===== src/rtl/fft_bin_streamer_if.sv =====
// FFT frame bus (parallel, pulsed) plus serial bin stream with valid/ready and status.
// slave = streamer side, master = FFT producer / downstream consumer side.
interface fft_bin_streamer_if #(
  parameter int DW    = 32,
  parameter int CNT_W = 8
);
  logic             fft_valid;
  logic [DW-1:0]    fft_d0, fft_d1, fft_d2, fft_d3, fft_d4, fft_d5, fft_d6, fft_d7;
  logic [DW-1:0]    fft_d8, fft_d9, fft_d10, fft_d11, fft_d12, fft_d13, fft_d14, fft_d15;
  logic             bin_ready;
  logic             bin_valid;
  logic [DW-1:0]    bin_data;
  logic [3:0]       bin_idx;
  logic             bin_last;
  logic [CNT_W-1:0] frames_out;
  logic [CNT_W-1:0] drop_cnt;
  logic             overflow;

  modport slave (
    input  fft_valid,
    input  fft_d0, fft_d1, fft_d2, fft_d3, fft_d4, fft_d5, fft_d6, fft_d7,
    input  fft_d8, fft_d9, fft_d10, fft_d11, fft_d12, fft_d13, fft_d14, fft_d15,
    input  bin_ready,
    output bin_valid, bin_data, bin_idx, bin_last, frames_out, drop_cnt, overflow
  );

  modport master (
    output fft_valid,
    output fft_d0, fft_d1, fft_d2, fft_d3, fft_d4, fft_d5, fft_d6, fft_d7,
    output fft_d8, fft_d9, fft_d10, fft_d11, fft_d12, fft_d13, fft_d14, fft_d15,
    output bin_ready,
    input  bin_valid, bin_data, bin_idx, bin_last, frames_out, drop_cnt, overflow
  );
endinterface


===== src/rtl/fft_bin_streamer.sv =====
// Captures 16-bin FFT frames into a two-slot ping-pong buffer and replays them
// as a serial valid/ready bin stream; frames arriving with both slots full are dropped.
module fft_bin_streamer #(
  parameter int DW    = 32,
  parameter int NBINS = 16,
  parameter int CNT_W = 8
) (
  input  logic              clk,
  input  logic              rst,
  fft_bin_streamer_if.slave bus
);
  localparam logic [3:0] LAST_IDX = 4'(NBINS - 1);

  logic [DW-1:0]    din [NBINS];
  logic [DW-1:0]    mem [2][NBINS];
  logic             wr_ptr, rd_ptr;
  logic [1:0]       occ;
  logic [3:0]       rd_idx;
  logic [CNT_W-1:0] frames_q, drop_q;
  logic             ovf_q;
  logic             valid, fire, rel, capture, drop;

  assign din[0]  = bus.fft_d0;
  assign din[1]  = bus.fft_d1;
  assign din[2]  = bus.fft_d2;
  assign din[3]  = bus.fft_d3;
  assign din[4]  = bus.fft_d4;
  assign din[5]  = bus.fft_d5;
  assign din[6]  = bus.fft_d6;
  assign din[7]  = bus.fft_d7;
  assign din[8]  = bus.fft_d8;
  assign din[9]  = bus.fft_d9;
  assign din[10] = bus.fft_d10;
  assign din[11] = bus.fft_d11;
  assign din[12] = bus.fft_d12;
  assign din[13] = bus.fft_d13;
  assign din[14] = bus.fft_d14;
  assign din[15] = bus.fft_d15;

  assign valid   = (occ != 2'd0);
  assign fire    = valid & bus.bin_ready;
  assign rel     = fire & (rd_idx == LAST_IDX);
  // A release on the same edge frees a slot, so a full buffer can still accept.
  assign capture = bus.fft_valid & ((occ != 2'd2) | rel);
  assign drop    = bus.fft_valid & ~capture;

  always_ff @(posedge clk or negedge rst) begin
    if (!rst) begin
      wr_ptr   <= 1'b0;
      rd_ptr   <= 1'b0;
      occ      <= 2'd0;
      rd_idx   <= 4'd0;
      frames_q <= '0;
      drop_q   <= '0;
      ovf_q    <= 1'b0;
    end else begin
      if (capture) wr_ptr <= ~wr_ptr;
      if (fire) rd_idx <= rel ? 4'd0 : rd_idx + 4'd1;
      if (rel) begin
        rd_ptr   <= ~rd_ptr;
        frames_q <= frames_q + 1'b1;
      end
      occ <= occ + {1'b0, capture} - {1'b0, rel};
      if (drop) begin
        ovf_q <= 1'b1;
        if (drop_q != '1) drop_q <= drop_q + 1'b1;
      end
    end
  end

  // Frame storage needs no reset: it is only read while occ marks it as filled.
  always_ff @(posedge clk) begin
    if (capture) begin
      for (int i = 0; i < NBINS; i++) mem[wr_ptr][i] <= din[i];
    end
  end

  assign bus.bin_valid  = valid;
  assign bus.bin_data   = valid ? mem[rd_ptr][rd_idx] : '0;
  assign bus.bin_idx    = rd_idx;
  assign bus.bin_last   = valid & (rd_idx == LAST_IDX);
  assign bus.frames_out = frames_q;
  assign bus.drop_cnt   = drop_q;
  assign bus.overflow   = ovf_q;
endmodule

===== src/flat_wrapper.sv =====
// flat-port wrapper written by rule: the top's interface ports become plain ports
module fft_bin_streamer_flat 
#(
  parameter int DW    = 32,
  parameter int NBINS = 16,
  parameter int CNT_W = 8
)
  (clk, rst, bus_fft_valid, bus_fft_d0, bus_fft_d1, bus_fft_d2, bus_fft_d3, bus_fft_d4, bus_fft_d5, bus_fft_d6, bus_fft_d7, bus_fft_d8, bus_fft_d9, bus_fft_d10, bus_fft_d11, bus_fft_d12, bus_fft_d13, bus_fft_d14, bus_fft_d15, bus_bin_ready, bus_bin_valid, bus_bin_data, bus_bin_idx, bus_bin_last, bus_frames_out, bus_drop_cnt, bus_overflow);
  fft_bin_streamer_if #(.DW(DW), .CNT_W(CNT_W)) bus_i ();
  input  logic clk;
  input  logic rst;
  input wire logic [$bits(bus_i.fft_valid)-1:0] bus_fft_valid;
  input wire logic [$bits(bus_i.fft_d0)-1:0] bus_fft_d0;
  input wire logic [$bits(bus_i.fft_d1)-1:0] bus_fft_d1;
  input wire logic [$bits(bus_i.fft_d2)-1:0] bus_fft_d2;
  input wire logic [$bits(bus_i.fft_d3)-1:0] bus_fft_d3;
  input wire logic [$bits(bus_i.fft_d4)-1:0] bus_fft_d4;
  input wire logic [$bits(bus_i.fft_d5)-1:0] bus_fft_d5;
  input wire logic [$bits(bus_i.fft_d6)-1:0] bus_fft_d6;
  input wire logic [$bits(bus_i.fft_d7)-1:0] bus_fft_d7;
  input wire logic [$bits(bus_i.fft_d8)-1:0] bus_fft_d8;
  input wire logic [$bits(bus_i.fft_d9)-1:0] bus_fft_d9;
  input wire logic [$bits(bus_i.fft_d10)-1:0] bus_fft_d10;
  input wire logic [$bits(bus_i.fft_d11)-1:0] bus_fft_d11;
  input wire logic [$bits(bus_i.fft_d12)-1:0] bus_fft_d12;
  input wire logic [$bits(bus_i.fft_d13)-1:0] bus_fft_d13;
  input wire logic [$bits(bus_i.fft_d14)-1:0] bus_fft_d14;
  input wire logic [$bits(bus_i.fft_d15)-1:0] bus_fft_d15;
  input wire logic [$bits(bus_i.bin_ready)-1:0] bus_bin_ready;
  output wire logic [$bits(bus_i.bin_valid)-1:0] bus_bin_valid;
  output wire logic [$bits(bus_i.bin_data)-1:0] bus_bin_data;
  output wire logic [$bits(bus_i.bin_idx)-1:0] bus_bin_idx;
  output wire logic [$bits(bus_i.bin_last)-1:0] bus_bin_last;
  output wire logic [$bits(bus_i.frames_out)-1:0] bus_frames_out;
  output wire logic [$bits(bus_i.drop_cnt)-1:0] bus_drop_cnt;
  output wire logic [$bits(bus_i.overflow)-1:0] bus_overflow;
  assign bus_i.fft_valid = bus_fft_valid;
  assign bus_i.fft_d0 = bus_fft_d0;
  assign bus_i.fft_d1 = bus_fft_d1;
  assign bus_i.fft_d2 = bus_fft_d2;
  assign bus_i.fft_d3 = bus_fft_d3;
  assign bus_i.fft_d4 = bus_fft_d4;
  assign bus_i.fft_d5 = bus_fft_d5;
  assign bus_i.fft_d6 = bus_fft_d6;
  assign bus_i.fft_d7 = bus_fft_d7;
  assign bus_i.fft_d8 = bus_fft_d8;
  assign bus_i.fft_d9 = bus_fft_d9;
  assign bus_i.fft_d10 = bus_fft_d10;
  assign bus_i.fft_d11 = bus_fft_d11;
  assign bus_i.fft_d12 = bus_fft_d12;
  assign bus_i.fft_d13 = bus_fft_d13;
  assign bus_i.fft_d14 = bus_fft_d14;
  assign bus_i.fft_d15 = bus_fft_d15;
  assign bus_i.bin_ready = bus_bin_ready;
  assign bus_bin_valid = bus_i.bin_valid;
  assign bus_bin_data = bus_i.bin_data;
  assign bus_bin_idx = bus_i.bin_idx;
  assign bus_bin_last = bus_i.bin_last;
  assign bus_frames_out = bus_i.frames_out;
  assign bus_drop_cnt = bus_i.drop_cnt;
  assign bus_overflow = bus_i.overflow;
  fft_bin_streamer #(.DW(DW), .NBINS(NBINS), .CNT_W(CNT_W)) u_core (.clk(clk), .rst(rst), .bus(bus_i));
endmodule

===== config.mk =====
export PLATFORM = sky130hd
export DESIGN_NAME = fft_bin_streamer_flat
export DESIGN_NICKNAME = d
export VERILOG_FILES = /design/src/rtl/fft_bin_streamer_if.sv /design/src/rtl/fft_bin_streamer.sv /design/src/flat_wrapper.sv
export SDC_FILE = /design/constraint.sdc
export NUM_CORES = 1
export LEC_CHECK = 0
export ABC_AREA = 1
export ABC_CLOCK_PERIOD_IN_PS = 29200
export CORE_ASPECT_RATIO = 0.8
export CORE_MARGIN = 2
export CORE_UTILIZATION = 30
export CTS_CLUSTER_SIZE = 25
export DETAILED_ROUTE_END_ITERATION = 12
export GPL_ROUTABILITY_DRIVEN = 0
export PLACE_DENSITY_LB_ADDON = 0.25
export SKIP_LAST_GASP = 1
export SYNTH_ARGS = -nofsm -noshare
export SYNTH_HDL_FRONTEND = slang
export SYNTH_SLANG_ARGS = --single-unit

===== constraint.sdc =====
create_clock -name clk -period 29.2 [get_ports clk]
set_input_delay 8.76 -clock clk [delete_from_list [all_inputs] [get_ports clk]]
set_output_delay 8.76 -clock clk [all_outputs]
set_load 0.05 [all_outputs]

==> results.yml, run 1 <==
worst_setup_path:
  cp_slowest_stage_delay_ns: 1.05
  crit_fanout: 166
  rr_endpoint: "u_core.mem[1][263]$_DFFE_PP_"
  startpoint: "u_core.rd_ptr$_DFFE_PN0P_"
  r2r_setup_slack_ns: 22.58
  r2r-start: "u_core.bus.bin_idx[0]$_DFFE_PN0P_"
  cpMaxStageDelayCell: "dfrtp_4"
  endpoint: "bus_bin_data[28]"
  cp_num_cells: 11
  path_common_cell: "nand2_1"
  start_kind: "register"
  cp-end-kind: "output pin"
  critPathKind: "register to output pin"
  cp_top_family: "buffers and inverters"
  crit_buf_inv: 3
  cp_cell_sequence: "buf_12 -> buf_4 -> nand2_1 -> nand3_1 -> nand3_1 -> nand2_1 -> nor2_1 -> nand2_1 -> nand2_1 -> nor2_1 -> clkdlybuf4s50_1"
  worstPathArrival_ns: 5.53
  reg2reg_depth: 9
  crit_required_ns: 20.44
drt:
  routed_wl_um: 147000
  viasPerCell: 4.76
  num_vias: 28610
  first_iter_violations: 2756
  route.detailed.drc: 0
  ant_nets: 0
  wl_per_cell_um: 24.5
  drt_pass1_iterations: 5
pwr:
  pwr-share-clk: 0.236
  leakage_nw: 18.9
  ir_drop_uv: 78.9
  p_per_area_nw_per_um2: 108
  intPower_w: 0.00337
  power.switching_w: 0.00237
  combPwrFrac: 0.387
  seqPwrFrac: 0.377
  switching_share: 0.413
grt:
  grt_pass1_wl_um: 205000
  antenna_found_initial: 36
  first_global_vias: 27178
  grt.total_usage: 0.198
  gr-total-overflow: 0
  grt_max_degree: 227
final_layout:
  fillers: 13421
  area_growth_pct: 25.1
  nNetsFinal: 4540
  multiInputGateArea_um2: 9600
  layout-drive-gt1-share: 0.0487
  seq_area_um2: 31400
  fin_util: 0.377
  finalNonFillerCells: 6006
clock_network:
  hold_buffers: 0
  clockBufferDepth: 3
  cts_num_sinks: 1049
  clk_pin_slew_ns: 0.06
  post-cts-setup-buffers: 0
  clock_latency_ns: 0.74
  cts_tree: "done"
  root_buffer: "clkbuf_16"
  htree_levels: 3
  ctsResizeCount: 0
  numCtsBuffers: 111
placed_design:
  dp.cells: 5782
  hpwl_um: 95400
  portBuffers: 570
logic_synthesis:
  synth_edf_count: 1024
  synthArstFlopShare: 0.0238
  ys_seq_area_frac: 0.741
  synth_flop_cell: "edfxtp_1"
  synth_nets: 4042
  synth_most_common_cell: "nand2_1"
  synth_top_area_share: 0.726
  yosysTopAreaCell: "edfxtp_1"
  postSynthRegisterBits: 1049
  synth.avg_cell_area_um2: 12.0
  synth_cell_type_count: 28
  synth_common_cells: "nand2_1 (1155), edfxtp_1 (1024), nand3_1 (647), nor2_1 (231), buf_2 (128)"
  synthCells: 3522
  netlist_area_um2: 42300
  yosys_warnings: 0
  yosys-top-cells-area: "edfxtp_1 (73%), nand2_1 (10%), nand3_1 (7.6%), nor2_1 (2.0%), buf_2 (1.5%)"
floorplanning:
  row_count: 123
  die_area_um2: 144000
  core_um2: 140000
  chipHeight_um: 340
  start_util: 0.302
  ios: 571
  die_w_um: 424
sta:
  post-route-period-util: 0.489
  finalSetupViolations: 0
  tightest_slew_ns: 1.21
  drv_slew: 0
  fmax_ghz: 0.0700
  slew_headroom: 0.194
  finalClockSkew_ns: 0.0259
  finalHoldViolations: 0
  min_period_ns: 14.29
  grt_setup_unrepaired: "false"
worst_hold_path:
  hold_path_class: "register to register"
  hold_path.startpoint: "u_core.bus.overflow$_DFFE_PN0P_"
status:
  status: "completed"
run:
  cap_violations: 0
==> cells in the final DEF, fill, tap and decap left out, drive strengths merged, types with 4 or more instances in the layout <==
cell	synthesis	final
nor3	4	4
nand3	647	647
nor2	233	233
nand2	1157	1157
clkinvlp	0	6
xnor2	5	5
inv	19	21
clkinv	0	52
nand4	4	4
diode	0	24
buf	189	31
bufinv	0	4
a21oi	97	97
edfxtp	1024	1024
o21ai	71	71
ha	4	4
clkdlybuf4s50	0	570
dfrtp	25	25
clkbuf	27	136
xor2	13	13
==> worst min path at each step <==
stage	endpoint	slack, ns	cells after the start
final	u_core.bus.overflow$_DFFE_PN0P_	0.46	1
after floorplan	u_core.wr_ptr$_DFFE_PN0P_	0.53	2
after global routing	u_core.bus.overflow$_DFFE_PN0P_	0.51	1
after global placement	u_core.bus.overflow$_DFFE_PN0P_	0.45	1
after detailed placement	u_core.bus.overflow$_DFFE_PN0P_	0.45	1
after CTS	u_core.bus.overflow$_DFFE_PN0P_	0.47	1
==> per-layer routing <==
metal | GRT usage | part of all wire | up-vias
met5 | 0 | 0.00056 | -
met4 | 0.0552 | 0.021 | 12
met3 | 0.0357 | 0.055 | 165
met2 | 0.319 | 0.48 | 833
met1 | 0.273 | 0.44 | 14214
li1 | - | - | 13386
==> through the flow <==
| step | setup TNS [ns] | hold slack [ns] | total power, W | setup slack, ns | cell area, um2 |
|---|---|---|---|---|---|
| 3_5_place_dp | 0 | 0.452 | 0.00447 | 15.56 | 49500 |
| 5_1_grt | 0 | 0.511 | 0.00605 | 14.63 | 52900 |
| 3_3_place_gp | 0 | 0.452 | 0.00446 | 15.55 | 49500 |
| 2_1_floorplan | -2559.59 | 0.532 | 0.00386 | -2.50 | 42300 |
| 6_report | 0 | 0.462 | 0.00574 | 14.91 | 53000 |
| 4_1_cts | 0 | 0.465 | 0.00582 | 14.73 | 52900 |
==> power by group through the flow <==
stage          Combinational, W  Clock [W]  Sequential [W]
6_report                0.00222    0.00135         0.00216
5_1_grt                 0.00241    0.00144         0.00219
4_1_cts                 0.00228    0.00138         0.00216
3_5_place_dp            0.00227          0         0.00220
3_3_place_gp            0.00227          0         0.00219
2_1_floorplan           0.00135          0         0.00251
==> kinds of logic (layout without fill, tap and decap cells) <==
kind of cell    Yosys count  in the layout  share of synthesized area
compound gates          170            170                     0.0202
simple gates           2046           2046                      0.201
flops                  1049           1049                      0.741
fa+ha+maj                 4              4                    0.00118
other cells               0             24                          0
buf+inv                 235            820                     0.0326
xor+xnor                 18             18                    0.00372
==> flip-flops by register name, indices dropped and copies added (netlist names) <==
name                   cells
u_core.bus.bin_idx         4
u_core.mem              1024
u_core.bus.frames_out      8
u_core.occ                 2
u_core.wr_ptr              1
u_core.bus.overflow        1
u_core.rd_ptr              1
u_core.bus.drop_cnt        8
==> layout make-up <==
class / count / share of cell area
Sequential cell: 1049 / 0.593
Inverter: 19 / 0.00182
Clock inverter: 64 / 0.00905
Timing Repair Buffer: 601 / 0.114
Multi-Input combinational cell: 2238 / 0.181
Antenna cell: 24 / 0.00113
Tap cell: 1875 / 0.0443
Clock buffer: 136 / 0.0558
No activity file was read; power rests on OpenSTA's default activity.
==> inputs of run 2 (changes only) <==
Settings changed: ABC_CLOCK_PERIOD_IN_PS 29200 to 14200.
Clock period 29.2 ns to 14.2 ns, I/O delays scaled along.
==> run 2 against run 1 <==
Against the previous run: flip-flop and latch count stayed put; worst hold slack lost 0.0040 ns; final area up 0.22%; clock power rose by 110%; routed wire length shrank 1.8%; die area unchanged; via count down 0.90%; sequential power increased by 110%; final cell count rose by 0.15%; non-clock buffer count increased by 7; first-iteration DRC count fell by 4.8%; critical endpoint is now bus_bin_data[24]; largest power group unchanged.
==> results.yml, run 2 (synthesized netlist as in run 1, its figures left out) <==
status:
  status: "completed"
drt:
  drt_pass1_iterations: 5
  first_iter_violations: 2623
  wl_per_cell_um: 24.0
  routed_wl_um: 144000
  ant_nets: 0
  viasPerCell: 4.71
  num_vias: 28352
  route.detailed.drc: 0
grt:
  gr-total-overflow: 0
  antenna_found_initial: 53
  globalRouteMet2Util: 0.317
  grt.total_usage: 0.195
  grtUsageMet3: 0.0337
  first_global_vias: 27075
  grt_max_degree: 233
  use_met1: 0.265
  top_usage_layer: "met2"
  grt_pass1_wl_um: 201000
clock_network:
  cts_num_sinks: 1049
  clock_latency_ns: 0.74
  post-cts-setup-buffers: 0
  numCtsBuffers: 110
  clockBufferDepth: 3
  clk_pin_slew_ns: 0.06
  htree_levels: 3
  ctsResizeCount: 0
  hold_buffers: 0
  cts_tree: "done"
  root_buffer: "clkbuf_16"
final_layout:
  nNetsFinal: 4546
  fin_area_um2: 53100
  area_growth_pct: 25.4
  layout-drive-gt1-share: 0.0518
  fillers: 13598
  finalNonFillerCells: 6015
  regMostFlops: "u_core.mem"
  final_cell_mix: "nand2_1 (1155), edfxtp_1 (1024), nand3_1 (647)"
  largest_register_ffs: 1024
  final_common_cell: "nand2_1"
worst_setup_path:
  critPathKind: "register to output pin"
  reg2reg_depth: 8
  crit_fanout: 68
  cp-end-kind: "output pin"
  worstPathArrival_ns: 5.53
  start_kind: "register"
  crit_required_ns: 9.94
pwr:
  power.switching_w: 0.00489
  p_per_area_nw_per_um2: 223
  leakage_nw: 19.0
  ir_drop_uv: 188
  seqPwrFrac: 0.375
  switching_share: 0.412
  intPower_w: 0.00697
  combPwrFrac: 0.387
  pwr-share-clk: 0.238
  finalPower_w: 0.0119
sta:
  slew_headroom: 0.175
  post-route-period-util: 0.690
  min_period_ns: 9.79
  finalHoldViolations: 0
  tightest_slew_ns: 1.24
  finalClockSkew_ns: 0.0432
  fmax_ghz: 0.102
  drv_slew: 0
  finalSetupViolations: 0
  fin_setup_tns_ns: 0
  holdWs_ns: 0.458
  grt_setup_unrepaired: "false"
placed_design:
  dp.cells: 5789
  portBuffers: 570
  hpwl_um: 93200
  dpl_cell_area_um2: 49500
floorplanning:
  start_util: 0.302
  core_um2: 140000
  ios: 571
  row_count: 123
  chipHeight_um: 340
  die_w_um: 424
  die_area_um2: 144000
worst_hold_path:
  min_path_cells: 1
  hold_path_class: "register to register"
run:
  cap_violations: 0
## run 2: cell count changes in the layout (fill, tap and decap cells not counted), sizes merged
cell | before | now
buf | 31 | 38
clkinv | 52 | 46
bufinv | 4 | 8
inv | 21 | 25
diode | 24 | 27
clkbuf | 136 | 134
clkinvlp | 6 | 5
## run 2: area by class of cell
class / instances / area, um2 / share of cell area
Antenna cell: 27 / 67.6 / 0.00127
Clock buffer: 134 / 2860 / 0.0540
Clock inverter: 65 / 612 / 0.0115
Inverter: 19 / 96.3 / 0.00181
Multi-Input combinational cell: 2238 / 9600 / 0.181
Sequential cell: 1049 / 31400 / 0.591
Tap cell: 1875 / 2350 / 0.0442
Timing Repair Buffer: 608 / 6100 / 0.115
## run 2: power groups by stage
stage	Combinational, W	Clock (W)	Sequential, W
3_3_place_gp	0.00468	0	0.00450
6_report	0.00459	0.00282	0.00445
4_1_cts	0.00470	0.00288	0.00445
2_1_floorplan	0.00278	0	0.00486
3_5_place_dp	0.00469	0	0.00451
5_1_grt	0.00498	0.00301	0.00451
## run 2: metrics by stage
stage,util,setup WS [ns]
3_5_place_dp,0.353,5.12
2_1_floorplan,-,-4.31
3_3_place_gp,0.353,5.07
5_1_grt,0.378,4.13
4_1_cts,0.378,4.32
6_report,0.378,4.41
## run 2: critical path, cell delays in order, from the launching register on
cell and delay [ns]:
dfrtp_4 0.68, buf_4 0.51, buf_4 0.65, buf_4 0.78, nand2_1 0.14, nand2_1 0.10
a21oi_1 0.05, nor2_1 0.15, nor2_1 0.14, nand2_1 0.21, nand2_1 0.08, nor2_1 0.32
clkdlybuf4s50_1 0.88
## run 2: per-layer routing
metal | share of wire | up-vias
met5 | 0.00085 | -
met4 | 0.027 | 18
met3 | 0.053 | 205
met2 | 0.49 | 867
met1 | 0.43 | 13880
li1 | - | 13382
## run 2: final timing paths
check,slack (ns),endpoint,start
max in group asynchronous,9.95,u_core.bus.bin_idx[1]$_DFFE_PN0P_,rst
max reg2reg,8.19,u_core.mem[0][395]$_DFFE_PP_,u_core.bus.bin_idx[1]$_DFFE_PN0P_
min,0.46,u_core.bus.overflow$_DFFE_PN0P_,u_core.bus.overflow$_DFFE_PN0P_
max,4.41,bus_bin_data[24],u_core.rd_ptr$_DFFE_PN0P_
min in group asynchronous,3.93,u_core.bus.frames_out[7]$_DFFE_PN0P_,rst
min reg2reg,0.46,u_core.bus.overflow$_DFFE_PN0P_,u_core.bus.overflow$_DFFE_PN0P_
